$ cat src/rtl/boundary_strip_if.sv
// Stream/status bundle between the filter stage and boundary_strip.
// slave is the stripper's view; master is the upstream/downstream view.
interface boundary_strip_if;
    logic        newFrame;
    logic        iValid;
    logic [23:0] iData;
    logic        oValid;
    logic [23:0] oData;
    logic [15:0] oX;
    logic [15:0] oY;
    logic        oDone;
    logic        oBusy;
    logic [31:0] oPixelCnt;
    logic        oShortFrame;

    modport master (
        output newFrame, iValid, iData,
        input  oValid, oData, oX, oY, oDone, oBusy, oPixelCnt, oShortFrame
    );

    modport slave (
        input  newFrame, iValid, iData,
        output oValid, oData, oX, oY, oDone, oBusy, oPixelCnt, oShortFrame
    );
endinterface

$ cat src/rtl/boundary_strip.sv
// Strips the zero boundary ring from a padded filter output stream and emits
// interior pixels with X/Y coordinates, one registered cycle after input.
module boundary_strip #(
    parameter int unsigned width      = 320,
    parameter int unsigned height     = 240,
    parameter int unsigned kernelSize = 7
) (
    input  logic             clk,
    input  logic             reset,
    boundary_strip_if.slave  bus
);
    localparam int unsigned BW = (kernelSize - 1) / 2;
    localparam int unsigned W  = width + kernelSize - 1;
    localparam int unsigned H  = height + kernelSize - 1;

    localparam logic [15:0] BW16     = 16'(BW);
    localparam logic [15:0] WIDTH16  = 16'(width);
    localparam logic [15:0] HEIGHT16 = 16'(height);
    localparam logic [15:0] COL_LAST = 16'(W - 1);
    localparam logic [15:0] ROW_LAST = 16'(H - 1);

    typedef enum logic {
        IDLE,
        ACTIVE
    } state_t;

    state_t      r_state;
    logic [15:0] r_col;
    logic [15:0] r_row;
    logic        r_valid;
    logic [23:0] r_data;
    logic [15:0] r_x;
    logic [15:0] r_y;
    logic        r_done;
    logic [31:0] r_pixel_cnt;
    logic        r_short;

    state_t      w_state;
    logic [15:0] w_col;
    logic [15:0] w_row;
    logic [15:0] w_x;
    logic [15:0] w_y;
    logic        w_keep;
    logic        w_last;
    logic        w_first;

    // newFrame takes effect before the same-cycle beat, so that beat becomes index 0.
    always_comb begin
        w_state = r_state;
        w_col   = r_col;
        w_row   = r_row;
        if (bus.newFrame) begin
            w_state = IDLE;
            w_col   = '0;
            w_row   = '0;
        end
        // Columns/rows left of the boundary wrap to huge values and fail the range test.
        w_x     = w_col - BW16;
        w_y     = w_row - BW16;
        w_keep  = bus.iValid && (w_x < WIDTH16) && (w_y < HEIGHT16);
        w_last  = (w_col == COL_LAST) && (w_row == ROW_LAST);
        w_first = (w_state == IDLE);
    end

    always_ff @(posedge clk or posedge reset) begin
        if (reset) begin
            r_state     <= IDLE;
            r_col       <= '0;
            r_row       <= '0;
            r_valid     <= 1'b0;
            r_data      <= '0;
            r_x         <= '0;
            r_y         <= '0;
            r_done      <= 1'b0;
            r_pixel_cnt <= '0;
            r_short     <= 1'b0;
        end else begin
            r_valid <= w_keep;
            r_done  <= 1'b0;
            r_state <= w_state;
            r_col   <= w_col;
            r_row   <= w_row;

            if (bus.newFrame && (r_state == ACTIVE))
                r_short <= 1'b1;

            if (bus.iValid) begin
                if (w_keep) begin
                    r_data <= bus.iData;
                    r_x    <= w_x;
                    r_y    <= w_y;
                end
                r_pixel_cnt <= (w_first ? '0 : r_pixel_cnt) + {31'd0, w_keep};

                if (w_last) begin
                    r_state <= IDLE;
                    r_col   <= '0;
                    r_row   <= '0;
                    r_done  <= 1'b1;
                end else begin
                    r_state <= ACTIVE;
                    if (w_col == COL_LAST) begin
                        r_col <= '0;
                        r_row <= w_row + 16'd1;
                    end else begin
                        r_col <= w_col + 16'd1;
                    end
                end
            end
        end
    end

    assign bus.oValid      = r_valid;
    assign bus.oData       = r_data;
    assign bus.oX          = r_x;
    assign bus.oY          = r_y;
    assign bus.oDone       = r_done;
    assign bus.oBusy       = (r_state == ACTIVE);
    assign bus.oPixelCnt   = r_pixel_cnt;
    assign bus.oShortFrame = r_short;
endmodule

$ cat src/flat_wrapper.sv
// flat-port wrapper written by rule: the top's interface ports become plain ports
module boundary_strip_flat 
#(
    parameter int unsigned width      = 320,
    parameter int unsigned height     = 240,
    parameter int unsigned kernelSize = 7
)
  (clk, reset, bus_newFrame, bus_iValid, bus_iData, bus_oValid, bus_oData, bus_oX, bus_oY, bus_oDone, bus_oBusy, bus_oPixelCnt, bus_oShortFrame);
  boundary_strip_if bus_i ();
  input  logic clk;
  input  logic reset;
  input wire logic [$bits(bus_i.newFrame)-1:0] bus_newFrame;
  input wire logic [$bits(bus_i.iValid)-1:0] bus_iValid;
  input wire logic [$bits(bus_i.iData)-1:0] bus_iData;
  output wire logic [$bits(bus_i.oValid)-1:0] bus_oValid;
  output wire logic [$bits(bus_i.oData)-1:0] bus_oData;
  output wire logic [$bits(bus_i.oX)-1:0] bus_oX;
  output wire logic [$bits(bus_i.oY)-1:0] bus_oY;
  output wire logic [$bits(bus_i.oDone)-1:0] bus_oDone;
  output wire logic [$bits(bus_i.oBusy)-1:0] bus_oBusy;
  output wire logic [$bits(bus_i.oPixelCnt)-1:0] bus_oPixelCnt;
  output wire logic [$bits(bus_i.oShortFrame)-1:0] bus_oShortFrame;
  assign bus_i.newFrame = bus_newFrame;
  assign bus_i.iValid = bus_iValid;
  assign bus_i.iData = bus_iData;
  assign bus_oValid = bus_i.oValid;
  assign bus_oData = bus_i.oData;
  assign bus_oX = bus_i.oX;
  assign bus_oY = bus_i.oY;
  assign bus_oDone = bus_i.oDone;
  assign bus_oBusy = bus_i.oBusy;
  assign bus_oPixelCnt = bus_i.oPixelCnt;
  assign bus_oShortFrame = bus_i.oShortFrame;
  boundary_strip #(.width(width), .height(height), .kernelSize(kernelSize)) u_core (.clk(clk), .reset(reset), .bus(bus_i));
endmodule
$ cat config.mk
export PLATFORM = sky130hd
export DESIGN_NAME = boundary_strip_flat
export DESIGN_NICKNAME = d
export VERILOG_FILES = /design/src/rtl/boundary_strip_if.sv /design/src/rtl/boundary_strip.sv /design/src/flat_wrapper.sv
export SDC_FILE = /design/constraint.sdc
export NUM_CORES = 1
export LEC_CHECK = 0
export BUFFER_PORTS_ARGS = -buffer_cell sky130_fd_sc_hd__buf_4
export CAP_MARGIN = 10
export CORE_UTILIZATION = 40
export CTS_BUF_LIST = sky130_fd_sc_hd__clkbuf_16
export CTS_CLUSTER_DIAMETER = 150
export DETAILED_ROUTE_END_ITERATION = 7
export GPL_TIMING_DRIVEN = 0
export PLACE_DENSITY = 0.62
export SLEW_MARGIN = 20
export SYNTH_ARGS = -nofsm -noshare
export SYNTH_HDL_FRONTEND = slang
export SYNTH_SLANG_ARGS = --single-unit
$ cat constraint.sdc
create_clock -name clk -period 4.94 [get_ports clk]
set_clock_uncertainty 0.1 [all_clocks]
set_input_delay 0.247 -clock clk [delete_from_list [all_inputs] [get_ports clk]]
set_output_delay 0.247 -clock clk [all_outputs]
set_load 0.02 [all_outputs]
[Word-level counts from Yosys, hierarchy flattened]
Cells that the tools add are included.
Widths: inputs -> output; s select.
Operators by class
  muxes and demuxes: 14
  magnitude comparators: 2
  equality and inequality tests: 2
  add/subtract/negate cells: 5
  reductions and logical operators: 5
Operators with widths (count)
  $mux 16: 8
  $add 16x1->16 const B: 2
  $add 32x1->32: 1
  $mux 32: 1
  $sub 16x2->16 const B: 2
  $eq 16x8->1 const B: 1
  $eq 16x9->1 const B: 1
  $lt 16x8->1 const B: 1
  $lt 16x9->1 const B: 1
  $mux 1: 5
  $logic_and 1x1->1: 4
  $reduce_and 2->1: 1
Storage, ports and cells
  output and inout port bits: 92
  word-level logic and storage cells: 38
  input port bits: 28
  bits in registers: 124

[Logic depth before layout (Yosys ltp)]
Gate-level depths: netlist (run 1).
  depth in word-level cells: 6
  gate-level depth with buffers: 22
  depth with buffers taken out: 17

[Worst setup path after synthesis (run 1)]
Ideal clock, no wire load.
  path kind: input-to-reg
  start point: in bus_newFrame
  end point: reg u_core.r_pixel_cnt[27], in the netlist u_core.bus.oPixelCnt[27]
  arrival time: 4657 ps
  setup time: 123 ps
  slack: 60 ps
  stages on the path: 20
  required time: 4717 ps
  path buffers: 6
  cells stage by stage: clkbuf_1 -> clkbuf_1 -> clkbuf_1 -> nor2b_1 -> ha_1 -> clkbuf_1 -> nand2_1 -> nand4b_1 -> nor4b_1 -> o2111ai_1 -> nor4_2 -> buf_4 -> buf_4 -> ha_1 -> nand4_1 -> or2_2 -> nor4_1 -> and4_1 -> nand4_1 -> xor2_1
On the way
  cells in the longest elaborated chain, start to end: 6
  elaborated cells between the ends (all ways): 11
  classes of those cells: add/sub: 3; order compare: 2; mux: 4; reduce/logical: 2
Ends and longest elaborated chain
  start, declared: line flat_wrapper.sv:12  | input wire logic [$bits(bus_i.newFrame)-1:0] bus_newFrame;
  $mux 16: line boundary_strip.sv:52  | if (bus.newFrame) begin
  $sub 16x2->16: line boundary_strip.sv:58  | w_x = w_col - BW16;
  $lt 16x9->1: line boundary_strip.sv:60  | w_keep = bus.iValid && (w_x < WIDTH16) && (w_y < HEIGHT16);
  $logic_and 1x1->1: line boundary_strip.sv:60
  $logic_and 1x1->1 *: line boundary_strip.sv:60
  named net u_core.w_keep: line boundary_strip.sv:43  | logic w_keep;
  $add 32x1->32 *: line boundary_strip.sv:93  | r_pixel_cnt <= (w_first ? '0 : r_pixel_cnt) + {31'd0, w_keep};
  end signal, assigned: line boundary_strip.sv:93
  end, declared: line boundary_strip.sv:35  | logic [31:0] r_pixel_cnt;
The timed path passes the listed nets; every way through them passes the cells marked *.
A chain may end at the register's enable or synchronous reset.

[Worst setup path after layout (run 1)]
  start point: reg u_core.r_col[2]
  end point: reg u_core.r_pixel_cnt[28], in the netlist u_core.bus.oPixelCnt[28]
On the way
  cells in the longest elaborated chain, start to end: 6
Ends and longest elaborated chain
  start, declared: line boundary_strip.sv:28  | logic [15:0] r_col;
  start signal, assigned: line boundary_strip.sv:81  | r_col <= w_col;
  start signal, assigned: line boundary_strip.sv:106  | r_col <= w_col + 16'd1;
  $mux 16: line boundary_strip.sv:52
  $sub 16x2->16: line boundary_strip.sv:58
  $lt 16x9->1: line boundary_strip.sv:60
  $logic_and 1x1->1 (2 in series): line boundary_strip.sv:60
  $add 32x1->32: line boundary_strip.sv:93
Every way passes these cells.

==> results of run 1 <==
==> per-stage QoR <==
| stage | worst slack [ns] | hold WS [ns] |
|---|---|---|
| final | 0.3131 | 0.2116 |
| after global routing | 0.02784 | 0.2443 |
| after CTS | 0.04150 | 0.2021 |
| after detailed placement | -1.792 | 0.2097 |
| after global placement | -1.810 | 0.3658 |
| after floorplan | 0.06032 | 0.2817 |
==> cells in the mapped netlist (7+ instances only) <==
cell,count,share of area
a21oi_1,14,0.011
and2_1,7,0.0071
and3_1,9,0.0091
clkbuf_1,25,0.015
dfrtp_1,124,0.50
inv_1,16,0.0097
mux2_1,10,0.018
mux2_2,31,0.057
mux2i_1,10,0.016
nand2_1,57,0.035
nand2b_1,7,0.0071
nand3_1,28,0.023
nand4_1,13,0.013
nor2_1,50,0.030
nor2b_1,27,0.027
nor3_1,14,0.011
nor4_1,9,0.0091
o21ai_0,13,0.011
xnor2_1,22,0.031
xor2_1,27,0.038
==> report_power, final <==
part	total (uW)	internal (uW)	switching [uW]	leakage (uW)
registers	1020	1020	2.16	0.00170
clock network	1260	824	437	0.000298
logic	111	45.5	65.5	0.00190
==> worst max path at each step <==
stage	start	end	slack [ns]	cells after the start
after global placement	bus_newFrame	u_core.bus.oPixelCnt[27]	-1.81	21
after global routing	u_core.r_col[2]	u_core.bus.oPixelCnt[28]	0.03	17
after CTS	bus_newFrame	u_core.bus.oPixelCnt[22]	0.04	23
after detailed placement	bus_newFrame	u_core.bus.oPixelCnt[27]	-1.79	21
final	u_core.r_col[2]	u_core.bus.oPixelCnt[28]	0.31	17
after floorplan	bus_newFrame	u_core.bus.oPixelCnt[27]	0.06	20
==> logic make-up after synthesis <==
family | after synthesis | share of synthesized area
AOI/OAI and AO/OA | 65 | 0.07384
xor gates and xnor gates | 49 | 0.06957
adders and majority gates | 6 | 0.01217
buffers and inverters | 50 | 0.03408
DFF | 124 | 0.5030
muxes | 51 | 0.09108
and+or+nand+nor | 255 | 0.2162
==> worst reg2reg max path, delay by kind of cell (launching register included) <==
| family | cells | cell delay [ns] |
|---|---|---|
| flops | 1 | 0.36 |
| xor+xnor | 1 | 0.16 |
| simple gates | 6 | 1.87 |
| fa+ha+maj | 2 | 0.42 |
| compound gates | 3 | 0.61 |
| buf+inv | 5 | 0.98 |
==> layout by cell type, fill, tap and decap left out, types with 17 or more instances in the layout <==
master	count
dfrtp_1	124
buf_4	120
nand2_1	57
nor2_1	50
mux2_2	31
nand3_1	28
nor2b_1	27
xor2_1	27
dlygate4sd3_1	25
xnor2_1	22
clkbuf_1	20
inv_1	19
clkbuf_16	17
==> area by class of cell <==
| class | count | area share |
|---|---|---|
| flip-flops and latches | 124 | 0.3771 |
| multi-input cells | 426 | 0.3534 |
| repair buffers | 146 | 0.1432 |
| clock buffers | 17 | 0.05170 |
| well taps | 188 | 0.02858 |
| clock inverters | 14 | 0.01977 |
| plain buffers | 31 | 0.01840 |
| inverters | 16 | 0.007906 |
==> sequential cells by signal, summed over array words and instances, names as in the netlist <==
name / cells
u_core.bus.oPixelCnt: 32
u_core.r_row: 16
u_core.bus.oY: 16
u_core.bus.oDone: 1
u_core.bus.oBusy: 1
u_core.bus.oShortFrame: 1
u_core.bus.oValid: 1
u_core.r_col: 16
u_core.bus.oData: 24
u_core.bus.oX: 16
==> routing by layer <==
metal / global-route usage / vias to the layer above
met4: 0.09213 / 0
li1: - / 2427
met3: 0.03993 / 21
met1: 0.2585 / 2523
met5: 0 / -
met2: 0.3276 / 150
==> what timing repair did <==
action	in CTS	in global routing
resized for setup	10	8
hold endpoints to repair	70	0
hold buffers	25	0
pin swaps	1	0
endpoints found under the setup margin	26	12
setup buffers	1	0
==> impl_metrics.yaml, run 1 <==
critical_path:
  start_of_the_worst_register_to_register_path: "u_core.r_col[2]"
  critPathLaunchType: "flip-flop"
  cpMaxStageDelayCell: "or4_1"
  critical_path.max_stage_delay_ns: 0.43
  arrival_ns: 4.81
  regToRegSetupSlack_ns: 0.31
  worst_r2r_endpoint: "u_core.bus.oPixelCnt[28]"
  cp.buffers_inverters: 5
  timing_worst_setup_path_type: "flip-flop to flip-flop"
  required_ns: 5.13
  timing.critical_path.max_delay_family: "simple AND/OR/NAND/NOR gates"
  crit_path_end_kind: "flip-flop"
  path_max_fanout: 20
  worst_r2r_path_depth: 17
  critical_path.cell_chain: "clkbuf_1, or4_1, buf_2, nor4_2, xnor2_1, o2111ai_1, nor4_2, buf_4, buf_8, ha_1, ha_1, nand3_1, or3_1, or2_2, clkbuf_1, o41ai_1, a31oi_1"
sta:
  final.setup.tns_ns: 0
  finalCritPeriodShare: 0.9366
  timing.final.hold_violations: 0
  timing.fmax_mhz: 216.1
  slew_headroom: 0.4357
  rsz0062_at_grt: "false"
  min_period_ns: 4.627
  report.final.slew_viol_count: 0
  setup_viol: 0
  worst_pin_slew_ns: 0.8387
finish:
  antenna_cells_inserted: 0
  stdcell_area_sq_um: 8229
  layout-drive-gt1-share: 0.2623
  syn2layout_area_growth_pct: 33.41
  fillers: 1329
  ff_latch_area_sq_um: 3103
  final_cells: 962
  utilization: 0.5433
  nNetsFinal: 796
  multi_input_comb_area_sq_um: 2908
global_routing:
  antenna_found_initial: 0
  gr-total-overflow: 0
  global_route.usage.total: 0.2011
  grt_first_pass_wirelength_mm: 25.03
  via_count_of_the_first_global_routing_pass: 4952
  grt_start_max_net_pins: 79
routing:
  vias_per_std_cell: 5.323
  wl_per_cell_um: 16.03
  met3RoutedLength_um: 546
  drc: 0
  post_route_ant_nets: 0
  drt_pass1_iterations: 5
  drt_wirelength_mm: 15.42
  met2_wirelength_from_detailed_routing_mm: 7.608
  highest_layer: "met4"
  drt_iter0_drc: 370
  wl_met1_mm: 6.956
  detailroute.via_count: 5121
floorplan:
  floorplan.die.width_um: 126.2
  die_area_sq_um: 15920
  pin_count: 120
  fp.dieH_um: 126.2
  floorplan.core_area_sq_um: 15150
  floorplan.rows: 45
  floorplan.initialDensity: 0.4073
flow_run:
  drv.max_cap_violation_count: 0
worst_hold_path:
  hold_path_class: "input pin to flip-flop"
  whs_endpoint: "u_core.bus.oPixelCnt[6]"
  worst_hold_startpoint: "bus_iValid"
  worst_hold_path.num_cells: 4
synthesis:
  mappedNetlistArea_sq_um: 6168
  synth_enable_flop_cells: 0
  post_synth_num_cell_types: 58
  post_synth.cell_area_avg_sq_um: 10.28
  ys_warn_count: 0
  syn_nets: 634
  synth_seq_cells: 124
  synth_seq_area_share: 0.5030
  synth_ff_type: "dfrtp_1"
  synth_cells: 600
  asyncSetResetFlopFracSynth: 1.000
placed_design:
  placed_cells: 908
  dp_hpwl_mm: 10.79
  place_area_sq_um: 7330
  buffer_ports.inserted: 119
  gpl.final_weighted_congestion: 0.8685
cts:
  clock_tree.htree_level_count: 4
  tritoncts_clock_tree: "done"
  clock-root-buffer: "clkbuf_16"
  clk_transition_reported_paths_ns: 0.06
  clock_insertion_delay_worst_skew_ns: 0.42
  ctsLongestPathBuffers: 2
  cts.sinks: 124
  numCtsBuffers: 17
power_and_ir_drop:
  power_density_nw_per_um2: 290.7
  power.static_leakage_uw: 0.003897
  totalPowerFinal_uw: 2393
  worst_vdd_rail_ir_drop_mv: 0.2309
run_status:
  status: "finished, final reports clean"
(Power assumes the default switching activity.)
==> run 2, diff against run 1 <==
CORE_ASPECT_RATIO = 1.25   (was not set)
SKIP_LAST_GASP = 1   (was not set)
==> impl_metrics.yaml, run 2 (synthesized netlist as in run 1, its figures left out) <==
critical_path:
  crit_path_end_kind: "flip-flop"
  arrival_ns: 4.85
  regToRegSetupSlack_ns: 0.35
  worst_r2r_path_depth: 18
  path_max_fanout: 20
  worst_r2r_endpoint: "u_core.bus.oPixelCnt[22]"
  required_ns: 5.15
  timing_worst_setup_path_type: "input pin to flip-flop"
  critical_path.cell_chain: "buf_4, clkbuf_4, clkbuf_4, clkbuf_4, nor2b_1, ha_1, clkbuf_2, nand2_1, nand4b_1, nor4b_2, o2111ai_1, nor4_2, buf_4, buf_6, ha_1, ha_1, nand3_1, or3_1, or2_2, clkbuf_1, nor3_2, o211ai_1, o21a_1"
  critical_path.max_stage_delay_ns: 0.40
  start_of_the_worst_register_to_register_path: "u_core.r_col[2]"
  cpMaxStageDelayCell: "or3_1"
  critPathLaunchType: "input pin"
finish:
  syn2layout_area_growth_pct: 34.18
  antenna_cells_inserted: 0
  largest_register_ffs: 32
  fillers: 1306
  layout.cells.most_common: "dfrtp_1"
  mostFrequentLayoutCells: "dfrtp_1 (124), buf_4 (120), nand2_1 (57)"
  stdcell_area_sq_um: 8277
  nNetsFinal: 798
  layout-drive-gt1-share: 0.2706
floorplan:
  floorplan.core_area_sq_um: 15010
  pin_count: 120
  floorplan.die.width_um: 113.1
  floorplan.initialDensity: 0.4108
  floorplan.rows: 50
  fp.dieH_um: 140.8
  die_area_sq_um: 15920
routing:
  highest_layer: "met4"
  detailroute.via_count: 5178
  drt_pass1_iterations: 7
  post_route_ant_nets: 0
  drt_iter0_drc: 453
  met2_wirelength_from_detailed_routing_mm: 7.636
  met3RoutedLength_um: 699
  drc: 0
  wl_per_cell_um: 15.97
  wl_met1_mm: 6.551
  drt_wirelength_mm: 15.30
  vias_per_std_cell: 5.405
power_and_ir_drop:
  power.share.switching: 0.2102
  worst_vdd_rail_ir_drop_mv: 0.1658
  power.sequential.fraction: 0.413
  totalPowerFinal_uw: 2469
  clock_power_share: 0.541
  power_density_nw_per_um2: 298.3
  cellInternalPower_uw: 1950
  netSwitchingPower_uw: 519.1
  share_of_power_burned_in_combinational_logic: 0.045
  power.static_leakage_uw: 0.003914
cts:
  ctsLongestPathBuffers: 2
  clock_tree.htree_level_count: 4
  numCtsBuffers: 17
  clock_insertion_delay_worst_skew_ns: 0.42
  tritoncts_clock_tree: "done"
  clk_transition_reported_paths_ns: 0.06
  clock-root-buffer: "clkbuf_16"
  cts.sinks: 124
global_routing:
  global_route.usage.total: 0.2021
  grt_first_pass_wirelength_mm: 25.14
  grt_start_max_net_pins: 78
  gr-total-overflow: 0
  antenna_found_initial: 0
  via_count_of_the_first_global_routing_pass: 5042
worst_hold_path:
  hold_path_class: "input pin to flip-flop"
  worst_hold_path.num_cells: 5
  whs_endpoint: "u_core.r_row[4]"
  worst_hold_startpoint: "bus_newFrame"
placed_design:
  buffer_ports.inserted: 119
  dp_hpwl_mm: 10.79
  gpl.final_weighted_congestion: 0.8845
  place_area_sq_um: 7322
sta:
  timing.fmax_mhz: 215.2
  report.final.slew_viol_count: 0
  rsz0062_at_grt: "false"
  min_period_ns: 4.647
  finalCritPeriodShare: 0.9407
  slew_headroom: 0.3899
  setup_viol: 0
  worst_pin_slew_ns: 0.9131
  timing.final.hold_violations: 0
flow_run:
  drv.max_cap_violation_count: 0
run_status:
  status: "finished, final reports clean"
## run 2: final cells by class
cell class	instances	area (sq um)	area share
clock buffer	17	425.4	0.05140
tap	182	227.7	0.02751
clock inverter	14	201.4	0.02434
buffer	33	158.9	0.01920
sequential	124	3103	0.3749
multi-input combinational	426	2917	0.3524
timing repair buffer	146	1179	0.1424
inverter	16	65.06	0.007861
## run 2: worst max-delay path by stage
stage,start,to,slack [ns],cells past startpoint
global placement,bus_newFrame,u_core.bus.oPixelCnt[27],-1.72,21
finish,bus_newFrame,u_core.bus.oPixelCnt[22],0.29,23
CTS,bus_newFrame,u_core.bus.oPixelCnt[22],0.03,24
global route,u_core.r_col[2],u_core.bus.oPixelCnt[22],0.02,18
detailed placement,bus_newFrame,u_core.bus.oPixelCnt[27],-1.73,21
floorplan,bus_newFrame,u_core.bus.oPixelCnt[27],0.06,20
## run 2: timing repair
action	CTS	global route
endpoints found under the setup margin	25	14
cloned	0	0
pin swaps	1	0
buffers inserted	1	0
hold buffers	25	0
hold endpoints to repair	71	0
resized for setup	11	6
## run 2: critical path, delay by kind of cell
kind / cells / cell delay [ns]
compound gates: 3 / 0.38
fa+ha+maj: 3 / 0.64
buf+inv: 8 / 1.63
simple gates: 9 / 1.93
## run 2: per-stage QoR
step / cells / hold slack, ns / utilization / worst slack [ns] / setup TNS, ns
4_1_cts: 959 / 0.2077 / 0.5493 / 0.03404 / 0
3_5_place_dp: 902 / 0.2146 / 0.4877 / -1.732 / -30.82
5_1_grt: 958 / 0.2181 / 0.5513 / 0.01756 / 0
2_1_floorplan: 600 / 0.2817 / - / 0.06032 / 0
6_report: 958 / 0.2147 / 0.5513 / 0.2929 / 0
3_3_place_gp: 901 / 0.3415 / 0.4855 / -1.722 / -41.38
## run 2: metal layers
metal / vias up / global-route usage
met4: 0 / 0.08657
li1: 2425 / -
met3: 33 / 0.04600
met2: 165 / 0.3397
met5: - / 0
met1: 2555 / 0.2487
## run 2: power groups by stage
stage	clock network [uW]	logic (uW)	registers (uW)
3_5_place_dp	0	95.4	1040
3_3_place_gp	0	90.2	1040
2_1_floorplan	0	51.8	1040
4_1_cts	1360	113	1020
6_report	1340	112	1020
5_1_grt	1410	125	1020
==> run 3, diff against run 2 <==
ABC_AREA = 1   (was not set)
ABC_CLOCK_PERIOD_IN_PS = 4940   (was not set)
HOLD_SLACK_MARGIN = 0.12   (was not set)
PLACE_DENSITY = 0.61   (was 0.62)
==> impl_metrics.yaml, run 3 <==
worst_hold_path:
  worst_hold_startpoint: "bus_iValid"
  hold_path_class: "input pin to flip-flop"
routing:
  drt_wirelength_mm: 20.20
  vias_per_std_cell: 4.931
  met2_wirelength_from_detailed_routing_mm: 9.972
  drc: 0
  drt_pass1_iterations: 4
  wl_per_cell_um: 14.84
  detailroute.via_count: 6711
  met3RoutedLength_um: 895
  drt_iter0_drc: 247
  wl_met1_mm: 8.664
  post_route_ant_nets: 0
  highest_layer: "met4"
floorplan:
  die_area_sq_um: 18760
  fp.dieH_um: 152.9
  floorplan.core_area_sq_um: 17630
  pin_count: 120
  floorplan.initialDensity: 0.4130
  floorplan.rows: 54
  floorplan.die.width_um: 122.7
power_and_ir_drop:
  power_density_nw_per_um2: 265.9
  power.static_leakage_uw: 0.005055
  worst_vdd_rail_ir_drop_mv: 0.2066
sta:
  timing.final.hold_violations: 0
  timing.hold.ws_ns: 0.1550
  timing.fmax_mhz: 216.7
  slew_headroom: 0.4233
  rsz0062_at_grt: "false"
  report.final.slew_viol_count: 0
  worst_pin_slew_ns: 0.8571
  finalCritPeriodShare: 0.9341
  setup_viol: 0
  min_period_ns: 4.614
  fin_ws_ns: 0.3256
placed_design:
  buffer_ports.inserted: 117
  gpl.final_weighted_congestion: 0.9237
  dpl_worst_slack_ns: 0.2092
  place_area_sq_um: 8477
  dp_hpwl_mm: 15.11
critical_path:
  start_of_the_worst_register_to_register_path: "u_core.r_col[1]"
  required_ns: 5.14
  critPathLaunchType: "input pin"
  crit_path_end_kind: "flip-flop"
  worst_path_most_repeated_cell: "nand2_1"
  cpMaxStageDelayCell: "dlygate4sd3_1"
  path_max_fanout: 10
  arrival_ns: 4.82
  crit_start: "bus_newFrame"
  timing_worst_setup_path_type: "input pin to flip-flop"
  critical_path.max_stage_delay_ns: 0.54
finish:
  stdcell_area_sq_um: 9425
  ff_latch_area_sq_um: 3103
  layout.cells.most_common: "nand2_1"
  nNetsFinal: 1159
  layout-drive-gt1-share: 0.2084
  syn2layout_area_growth_pct: 29.41
  antenna_cells_inserted: 0
  fillers: 1743
  multi_input_comb_area_sq_um: 3516
  mostFrequentLayoutCells: "nand2_1 (268), buf_4 (126), dfrtp_1 (124)"
  largest_register_ffs: 32
synthesis:
  synth_ff_type: "dfrtp_1"
  synth_top_cell_area_share: 0.4260
  ys_top_cells_by_count: "nand2_1 (271), dfrtp_1 (124), inv_1 (119), nor2_1 (99), nand4_1 (62)"
  mappedNetlistArea_sq_um: 7283
  syn_nets: 995
  post_synth.cell_area_avg_sq_um: 7.579
  synth_cells: 961
  yosys.cell_count.top_type: "nand2_1"
  asyncSetResetFlopFracSynth: 1.000
  synth_seq_area_share: 0.4260
  post_synth_num_cell_types: 39
  post-synth-top-area-cell: "dfrtp_1"
  ys_warn_count: 0
  synth.area.top_cells: "dfrtp_1 (43%), nand2_1 (14%), inv_1 (6.1%), xor2_1 (5.7%), nand4_1 (5.3%)"
  synth_enable_flop_cells: 0
  synth_seq_cells: 124
cts:
  tritoncts_clock_tree: "done"
  clk_transition_reported_paths_ns: 0.06
  clock-root-buffer: "clkbuf_16"
  cts.sinks: 124
  numCtsBuffers: 17
  ctsLongestPathBuffers: 2
  clock_tree.htree_level_count: 4
  clock_insertion_delay_worst_skew_ns: 0.42
global_routing:
  grt_start_max_net_pins: 88
  global_route.usage.total: 0.2242
  antenna_found_initial: 0
  gr-total-overflow: 0
  grt_first_pass_wirelength_mm: 32.57
  via_count_of_the_first_global_routing_pass: 6547
run_status:
  status: "finished, final reports clean"
flow_run:
  drv.max_cap_violation_count: 0
## run 3: cell count changes after synthesis, moves of 17 or more
cell,before,now
xor2_1,27,47
nor2_1,50,99
inv_1,16,119
o21ai_0,13,30
mux2_2,31,0
nand2_1,57,271
nand3_1,28,49
nor2b_1,27,0
nand4_1,13,62
clkbuf_1,25,5
## run 3: cells by family after synthesis
group,after synthesis,share of synthesized area
buffers and inverters,156,0.09603
XOR/XNOR,57,0.06854
AND/OR/NAND/NOR,565,0.3590
adder cells (fa/ha/maj),6,0.01031
flip-flops,124,0.4260
AO/OA/AOI/OAI,53,0.04003
## run 3: layout make-up
| cell class | instances | area share |
|---|---|---|
| Clock buffer | 17 | 0.04513 |
| Multi-Input combinational cell | 681 | 0.3730 |
| Clock inverter | 14 | 0.02336 |
| Timing Repair Buffer | 145 | 0.1245 |
| Sequential cell | 124 | 0.3292 |
| Buffer | 32 | 0.02456 |
| Inverter | 124 | 0.05044 |
| Tap cell | 224 | 0.02974 |
## run 3: what timing repair did
| action | CTS | global route |
|---|---|---|
| hold buffers | 26 | 0 |
| gates resized for setup | 0 | 10 |
| setup buffers | 0 | 1 |
| endpoints found under the setup margin | 0 | 11 |
| endpoints found under the hold margin | 149 | 0 |
## run 3: worst paths after layout
kind | end | slack (ns) | cells after the start
setup / recovery | u_core.bus.oPixelCnt[30] | 0.33 | 29
hold / removal | u_core.bus.oPixelCnt[6] | 0.15 | 3
setup reg to reg | u_core.bus.oPixelCnt[30] | 0.88 | 24
hold reg to reg | u_core.bus.oShortFrame | 0.36 | 1
max in group asynchronous | u_core.r_col[10] | 3.72 | 4
min in group asynchronous | u_core.bus.oData[6] | 0.27 | 3
## run 3: where the power goes
| group | internal (uW) | switching, uW |
|---|---|---|
| Clock | 895 | 470 |
| Combinational | 47.1 | 74.3 |
| Sequential | 1020 | 2.03 |
## run 3: worst max-delay path: cells and delay by family
kind / cells / cell delay (ns)
XOR/XNOR: 1 / 0.18
adder cells (fa/ha/maj): 3 / 0.62
buffers and inverters: 10 / 1.71
AND/OR/NAND/NOR: 14 / 1.93
AO/OA/AOI/OAI: 1 / 0.13
## run 3: metal layers
| layer | GRT usage | vias to the layer above |
|---|---|---|
| li1 | - | 3399 |
| met5 | 0 | - |
| met1 | 0.2636 | 3106 |
| met2 | 0.3799 | 171 |
| met4 | 0.1150 | 0 |
| met3 | 0.04627 | 35 |
## run 3: per-stage QoR
step                      setup TNS, ns  cells  utilization  total power, uW
final                                 0   1361       0.5345             2507
after global routing                  0   1361       0.5345             2598
after CTS                             0   1360       0.5321             2547
after detailed placement              0   1303       0.4807             1146
after global placement           -44.52   1302       0.4787             1143
after floorplan                       0    961            -             1099
